<file path="src/rtl/seq_pattern_tx_if.sv">
// Handshake/data bundle for the serial pattern transmitter.
// Master drives a transfer request; slave returns the serial stream.
interface seq_pattern_tx_if #(
    parameter int PAT_W = 4,
    parameter int CNT_W = 4
);
    logic             start;
    logic             abort;
    logic [PAT_W-1:0] pat_in;
    logic [CNT_W-1:0] rep_in;
    logic [CNT_W-1:0] gap_in;
    logic             bit_out;
    logic             bit_valid;
    logic             frame_sof;
    logic             busy;
    logic             done;

    modport master (
        output start, abort, pat_in, rep_in, gap_in,
        input  bit_out, bit_valid, frame_sof, busy, done
    );

    modport slave (
        input  start, abort, pat_in, rep_in, gap_in,
        output bit_out, bit_valid, frame_sof, busy, done
    );
endinterface

</file>
<file path="src/rtl/seq_pattern_tx.sv">
// Serial pattern transmitter: sends a latched pattern MSB-first,
// repeated a programmable number of times with optional idle gaps.
module seq_pattern_tx #(
    parameter int   PAT_W    = 4,
    parameter int   CNT_W    = 4,
    parameter logic IDLE_BIT = 1'b0
) (
    input  logic              clk,
    input  logic              rst,
    seq_pattern_tx_if.slave   bus
);
    localparam int IDX_W = $clog2(PAT_W);
    localparam logic [IDX_W-1:0] IDX_TOP = IDX_W'(PAT_W - 1);

    typedef enum logic [1:0] {
        IDLE,
        SEND,
        GAP,
        DONE
    } state_t;

    state_t           state;
    state_t           state_n;
    logic [PAT_W-1:0] pat_r;
    logic [IDX_W-1:0] idx;
    logic [CNT_W-1:0] rep_left;
    logic [CNT_W-1:0] gap_r;
    logic [CNT_W-1:0] gap_cnt;
    logic             last_bit;
    logic             last_rep;
    logic             go;

    assign last_bit = (idx == '0);
    assign last_rep = (rep_left == CNT_W'(1));
    assign go       = bus.start && !bus.abort;

    // State register
    always_ff @(posedge clk or posedge rst) begin
        if (rst) state <= IDLE;
        else     state <= state_n;
    end

    // Next-state decode; abort cancels only an active transfer
    always_comb begin
        state_n = state;
        unique case (state)
            IDLE: if (go) state_n = SEND;
            SEND: begin
                if (bus.abort) begin
                    state_n = IDLE;
                end else if (last_bit) begin
                    if (last_rep)          state_n = DONE;
                    else if (gap_r != '0)  state_n = GAP;
                end
            end
            GAP: begin
                if (bus.abort)                     state_n = IDLE;
                else if (gap_cnt == CNT_W'(1))     state_n = SEND;
            end
            DONE:    state_n = IDLE;
            default: state_n = IDLE;
        endcase
    end

    // Latched transfer parameters and bit/repeat/gap counters
    always_ff @(posedge clk or posedge rst) begin
        if (rst) begin
            pat_r    <= '0;
            idx      <= '0;
            rep_left <= '0;
            gap_r    <= '0;
            gap_cnt  <= '0;
        end else begin
            unique case (state)
                IDLE: begin
                    if (go) begin
                        pat_r    <= bus.pat_in;
                        gap_r    <= bus.gap_in;
                        rep_left <= (bus.rep_in == '0) ? CNT_W'(1)
                                                       : bus.rep_in;
                        idx      <= IDX_TOP;
                    end
                end
                SEND: begin
                    if (!bus.abort) begin
                        if (!last_bit) begin
                            idx <= idx - 1'b1;
                        end else if (!last_rep) begin
                            rep_left <= rep_left - 1'b1;
                            idx      <= IDX_TOP;
                            gap_cnt  <= gap_r;
                        end
                    end
                end
                GAP: begin
                    if (!bus.abort) gap_cnt <= gap_cnt - 1'b1;
                end
                default: ;
            endcase
        end
    end

    // Moore outputs decoded from registered state only
    always_comb begin
        bus.bit_out   = IDLE_BIT;
        bus.bit_valid = 1'b0;
        bus.frame_sof = 1'b0;
        bus.busy      = 1'b0;
        bus.done      = 1'b0;
        unique case (state)
            SEND: begin
                bus.bit_out   = pat_r[idx];
                bus.bit_valid = 1'b1;
                bus.frame_sof = (idx == IDX_TOP);
                bus.busy      = 1'b1;
            end
            GAP:     bus.busy = 1'b1;
            DONE:    bus.done = 1'b1;
            default: ;
        endcase
    end
endmodule

</file>
<file path="src/flat_wrapper.sv">
// flat-port wrapper written by rule: the top's interface ports become plain ports
module seq_pattern_tx_flat 
#(
    parameter int   PAT_W    = 4,
    parameter int   CNT_W    = 4,
    parameter logic IDLE_BIT = 1'b0
)
  (clk, rst, bus_start, bus_abort, bus_pat_in, bus_rep_in, bus_gap_in, bus_bit_out, bus_bit_valid, bus_frame_sof, bus_busy, bus_done);
  seq_pattern_tx_if #(.PAT_W(PAT_W), .CNT_W(CNT_W)) bus_i ();
  input  logic clk;
  input  logic rst;
  input wire logic [$bits(bus_i.start)-1:0] bus_start;
  input wire logic [$bits(bus_i.abort)-1:0] bus_abort;
  input wire logic [$bits(bus_i.pat_in)-1:0] bus_pat_in;
  input wire logic [$bits(bus_i.rep_in)-1:0] bus_rep_in;
  input wire logic [$bits(bus_i.gap_in)-1:0] bus_gap_in;
  output wire logic [$bits(bus_i.bit_out)-1:0] bus_bit_out;
  output wire logic [$bits(bus_i.bit_valid)-1:0] bus_bit_valid;
  output wire logic [$bits(bus_i.frame_sof)-1:0] bus_frame_sof;
  output wire logic [$bits(bus_i.busy)-1:0] bus_busy;
  output wire logic [$bits(bus_i.done)-1:0] bus_done;
  assign bus_i.start = bus_start;
  assign bus_i.abort = bus_abort;
  assign bus_i.pat_in = bus_pat_in;
  assign bus_i.rep_in = bus_rep_in;
  assign bus_i.gap_in = bus_gap_in;
  assign bus_bit_out = bus_i.bit_out;
  assign bus_bit_valid = bus_i.bit_valid;
  assign bus_frame_sof = bus_i.frame_sof;
  assign bus_busy = bus_i.busy;
  assign bus_done = bus_i.done;
  seq_pattern_tx #(.PAT_W(PAT_W), .CNT_W(CNT_W), .IDLE_BIT(IDLE_BIT)) u_core (.clk(clk), .rst(rst), .bus(bus_i));
endmodule
</file>
<file path="config.mk">
export PLATFORM = sky130hd
export DESIGN_NAME = seq_pattern_tx_flat
export DESIGN_NICKNAME = d
export VERILOG_FILES = /design/src/rtl/seq_pattern_tx_if.sv /design/src/rtl/seq_pattern_tx.sv /design/src/flat_wrapper.sv
export SDC_FILE = /design/constraint.sdc
export NUM_CORES = 1
export LEC_CHECK = 0
export ABC_CLOCK_PERIOD_IN_PS = 1950
export CAP_MARGIN = 5
export CORE_ASPECT_RATIO = 1.2
export CORE_UTILIZATION = 37
export CTS_BUF_LIST = sky130_fd_sc_hd__clkbuf_4 sky130_fd_sc_hd__clkbuf_8 sky130_fd_sc_hd__clkbuf_16
export DETAILED_ROUTE_END_ITERATION = 6
export GPL_ROUTABILITY_DRIVEN = 0
export SYNTH_ARGS = -nofsm -noshare
export SYNTH_HDL_FRONTEND = slang
export SYNTH_SLANG_ARGS = --single-unit
</file>
<file path="constraint.sdc">
create_clock -name clk -period 1.95 [get_ports clk]
set_input_delay 0.195 -clock clk [delete_from_list [all_inputs] [get_ports clk]]
set_output_delay 0.195 -clock clk [all_outputs]
set_load 0.01 [all_outputs]
</file>
* Word-level counts from Yosys, hierarchy flattened
Cells that the tools add are included.
** Storage, ports and cells
- Memories kept :: 0
- Bits of input ports :: 16
- Latch bits :: 0
- Output and inout bits :: 5
- Word-level logic and storage cells :: 70
- Bits in read-only memories :: 0
- Bits in registers :: 20
- Memory bits (writable) :: 0
** Operators by class
- Shifts and indexed selects :: 0
- Bitwise gates (word level) :: 0
- Multipliers :: 0
- Order comparisons :: 1
- Equality and inequality tests :: 15
- Mux-type cells :: 31
- Add/subtract/negate cells :: 3
- Reductions and logical operators :: 14
- Divide/modulo/power cells :: 0
** Operators with widths (count)
- two-way mux 4 bit :: 9
- two-way mux 2 bit :: 11
- one-hot mux 4 bit (2 select lines) :: 2
- AND reduction 5 bit :: 2
- == test 4 x 1 -> 1 bit (second input constant) :: 2
- one-hot mux 2 bit (4 select lines) :: 1
- AND reduction 4 bit :: 2
- subtractor 4 x 1 -> 4 bit (second input constant) :: 2
- == test 2 bit (second input constant) :: 3
- two-way mux 1 bit :: 6
- != test 2 bit (second input constant) :: 3
- != test 3 x 2 -> 1 bit (second input constant) :: 2
- logical NOT 2 bit :: 2
- logical NOT 4 bit :: 1
- != test 2 x 1 -> 1 bit (second input constant) :: 2
- != test 4 x 2 -> 1 bit (second input constant) :: 1
- one-hot mux 2 bit (2 select lines) :: 1
- nonzero test 2 bit :: 2
- nonzero test 4 bit :: 1
- < comparator 2 x 3 -> 1 bit (second input constant) :: 1
- != test 3 bit (second input constant) :: 1
- binary-select mux 1 bit (select 2 bit) :: 1
- == test 2 x 1 -> 1 bit (second input constant) :: 1
- AND reduction 2 bit :: 1
- other kinds (4) :: 4

* Depth between registers and ports, before layout
- Depth after elaboration :: 6
- Depth in mapped cells :: 7
- Mapped depth without buffers :: 6

* Least setup slack after synthesis
No wires, ideal clock.
- Kind :: register to register
- Start :: register u_core.state[1]
- End :: register u_core.rep_left[2]
- Setup slack :: 0.132 ns
- Data arrival time :: 1.694 ns
- Data required time :: 1.826 ns
- Stages on the path, launching flop included :: 7
- Clock period less this slack :: 1.818 ns
- Cells stage by stage :: dfrtp_1 -> inv_1 -> ha_1 -> nor4bb_4 -> or2_4 -> or2_4 -> a211o_1
** On the way
- Longest elaborated chain between the ends :: 3
** RTL lines
- from (decl) :: line seq_pattern_tx.sv:22 : state_t state;
- from (signal assigned) :: line seq_pattern_tx.sv:40 : else state <= state_n;
- == test 2 x 1 -> 1 bit or logical NOT 2 bit (tied branches) :: line seq_pattern_tx.sv:74 : unique case (state)
- != test 2 x 1 -> 1 bit (no source line) (tied with other cells)
- AND reduction 5 bit (no source line)
- to (signal assigned) :: line seq_pattern_tx.sv:79 : rep_left <= (bus.rep_in == '0) ? CNT_W'(1)
- to (signal assigned) :: line seq_pattern_tx.sv:89 : rep_left <= rep_left - 1'b1;
- to (decl) :: line seq_pattern_tx.sv:26 : logic [CNT_W-1:0] rep_left;
Parallel ways exist; a longest one is shown, timed or not.
A chain may end at the register's enable or synchronous reset.

* Worst setup path after layout
- Start :: register u_core.state[1]
- End :: output bus_bit_valid
** On the way
- Longest elaborated chain between the ends :: 2
** RTL lines
- == test 2 x 1 -> 1 bit :: line seq_pattern_tx.sv:110 : unique case (state)
- two-way mux 1 bit :: line seq_pattern_tx.sv:110
- to (decl) :: line flat_wrapper.sv:18 : output wire logic [$bits(bus_i.bit_valid)-1:0] bus_bit_valid;
No other way between the ends.

==> results.tsv <==
metric	value	unit
synth_top_area_cell	dfrtp_1	
critPathMaxFanout	10	
start_util	0.388	
die_y	67.1	µm
fmax	0.534	GHz
synth_fp_nets	152	
finalWorstSetupSlack	0.0790	ns
r2r_setup_slack	0.10	ns
status	complete, no violations	
vias	1042	
multiInputGateArea	767	µm²
finalHoldViolations	0	
rsz0062_at_grt	no	
maxCapViolCount	0	
synth.most_common_cell	dfrtp_1	
place_area	1600	µm²
tightest_slew	0.433	ns
yosys_register_bits	20	
grt_start_max_net_pins	21	
regArea	502	µm²
drcViolationCount	0	
r2r-start	u_core.state[0]$_DFFE_PP0P_	
grtUsageTotal	0.165	
clk-insertion-delay-late	0.25	ns
nets	184	
area_growth	30.4	%
via_per_inst	5.43	
slew_headroom	0.708	
min_period	1.87	ns
async_flop_share	1.00	
synth-edff-count	0	
cts_buffer_depth	2	
path_clk_slew	0.08	ns
cpLargestDelayFamily	buffers and inverters	
die_area	3780	µm²
cp-end-kind	output pin	
worstPathRequired	1.75	ns
synth_top_cells_by_area	dfrtp_1 38%, ha_1 11%, mux2_2 6.9%, inv_1 4.0%, nand2b_1 2.4%	
numCtsBuffers	3	
avgSynthCellArea	10.5	µm²
antenna_found_initial	0	
synth_cells	124	
fin_area	1710	µm²
fin_tns_setup	0	ns
synth-simple-area-share	0.190	
peakVddDrop	741	µV
path_cells	inv_2 -> ha_4 -> buf_4 -> clkdlybuf4s50_1	
finalClockSkew	0.00428	ns
critical_path_class	flop to output pin	
ctsHoldBuffers	0	
fp-row-count	23	
yosysSeqAreaShare	0.383	
endpoint	bus_bit_valid	
wl_per_cell	15.0	µm
cp_num_cells	4	
grt_pass1_wl	4.75	mm
yosys_most_used_dff	dfrtp_1	
start_kind	flop	
slew_violations	0	
cts_root_buffer	clkbuf_8	
ant_nets	0	
worst-path-buf-inv	3	
synth.top_cell.area_share	0.383	
fillers	310	
ys.warnings.count	0	
cts_sinks	20	
reg2reg_depth	6	
die_w	56.3	µm
synthAdderAreaFrac	0.115	
io_buffers	20	
synth.cell_area	1310	µm²
core_area	3370	µm²
antenna_cells	0	
grt_pass1_vias	1043	
synth_mux_area_frac	0.119	
setup_viol	0	
drive_above_1_share	0.226	
r2r_end	u_core.rep_left[0]$_DFFE_PP0P_	
cp_slowest_cell	clkdlybuf4s50_1	
yosys.area_share.xor_xnor	0	
yosysUniqueCellTypes	35	
cp.arrival	1.68	ns
p_leak	0.738	nW
cts_tree	yes	
cp_slowest_stage_delay	0.56	ns
ioPinCount	21	
htree_levels	1	
dp_slack	0.0911	ns
drtPass1Iterations	4	
place_hpwl	2.08	mm
hold_class	input port to asynchronous set/reset pin	
synth_compound_area_frac	0.139	
gr-total-overflow	0	
synth_top_family_by_area	simple AND/OR/NAND/NOR gates	
final_util	0.507	
synthTopCellsByCount	20 x dfrtp_1, 14 x inv_1, 12 x ha_1	
first_iter_violations	19	
fin_crit_sh	0.959	
power.density	1460	nW/µm²
startpoint	u_core.state[1]$_DFFE_PP0P_	
drt-total-wl	2.89	mm
-- report_power, final --
part	switching, mW	leakage (nW)	internal [mW]
registers	0.188	0.232	0.613
logic	0.600	0.470	0.681
clock network	0.139	0.0357	0.274
-- worst min-delay path, stage by stage --
cell and delay [ns]:
clkdlybuf4s50_1 0.39, inv_1 0.05, buf_4 0.27
-- layer usage --
metal	vias to the layer above	GRT usage	routed length [µm]
met1	510	0.181	1200
met3	2	0.0175	105
met4	0	0.0640	24
met2	21	0.323	1550
li1	509	-	-
met5	-	0	0
-- metrics by stage --
step	hold slack [ns]	total power, mW	cells
2_1_floorplan	0.159	1.62	124
3_3_place_gp	0.487	1.99	186
3_5_place_dp	0.494	2.02	186
4_1_cts	0.271	2.47	191
5_1_grt	0.282	2.70	192
6_report	0.261	2.49	192
-- timing repair --
item / CTS / global route
setup buffers: 1 / 0
endpoints found under the hold margin: 0 / 0
gates cloned: 0 / 1
resized for setup: 4 / 4
setup endpoints to repair: 3 / 5
-- worst min-delay path by stage --
| stage | from | to | cells past startpoint |
|---|---|---|---|
| after floorplan | rst | u_core.gap_cnt[0]$_DFFE_PP0P_ | 1 |
| after global placement | u_core.pat_r[2]$_DFFE_PP0P_ | u_core.pat_r[2]$_DFFE_PP0P_ | 1 |
| after detailed placement | u_core.pat_r[1]$_DFFE_PP0P_ | u_core.pat_r[1]$_DFFE_PP0P_ | 1 |
| after CTS | rst | u_core.gap_r[2]$_DFFE_PP0P_ | 3 |
| after global routing | rst | u_core.gap_r[2]$_DFFE_PP0P_ | 3 |
| final | rst | u_core.pat_r[3]$_DFFE_PP0P_ | 3 |
-- state kept, by name, summed over array words and instances, names as in the netlist --
signal / flops
u_core.state: 2
u_core.gap_r: 4
u_core.idx: 2
u_core.rep_left: 4
u_core.gap_cnt: 4
u_core.pat_r: 4
-- cell usage in the layout, fill, tap and decap left out, types with 2 or more instances in the layout --
cell,Yosys,layout
clkdlybuf4s50_1,0,19
dfrtp_1,20,19
inv_1,14,13
ha_1,12,9
buf_4,0,9
mux2_2,8,8
nand2_1,6,6
a21oi_1,6,6
o21ai_0,5,5
nand2b_1,5,5
nand3b_1,4,4
nor3_1,4,4
nor4_1,3,3
nand3_1,3,3
a211o_1,3,3
clkbuf_8,0,3
nor2b_1,2,2
mux2_1,2,2
mux2i_1,2,2
o211ai_1,2,2
and2_1,2,2
or2_4,2,2
a31oi_1,2,2
o41ai_1,2,2
ha_2,0,2
-- kinds of logic (layout without fill, tap and decap cells) --
family / Yosys count / in the layout
muxes: 13 / 13
DFF: 20 / 20
AOI/OAI and AO/OA: 25 / 26
and+or+nand+nor: 37 / 37
adders and majority gates: 12 / 12
buffers and inverters: 17 / 47
-- cell type report --
cell class / count / area share
multi-input cells: 88 / 0.450
flip-flops and latches: 20 / 0.294
repair buffers: 29 / 0.156
inverters: 14 / 0.0308
well taps: 37 / 0.0271
clock buffers: 3 / 0.0242
clock inverters: 1 / 0.0176
(Power assumes the default switching activity.)
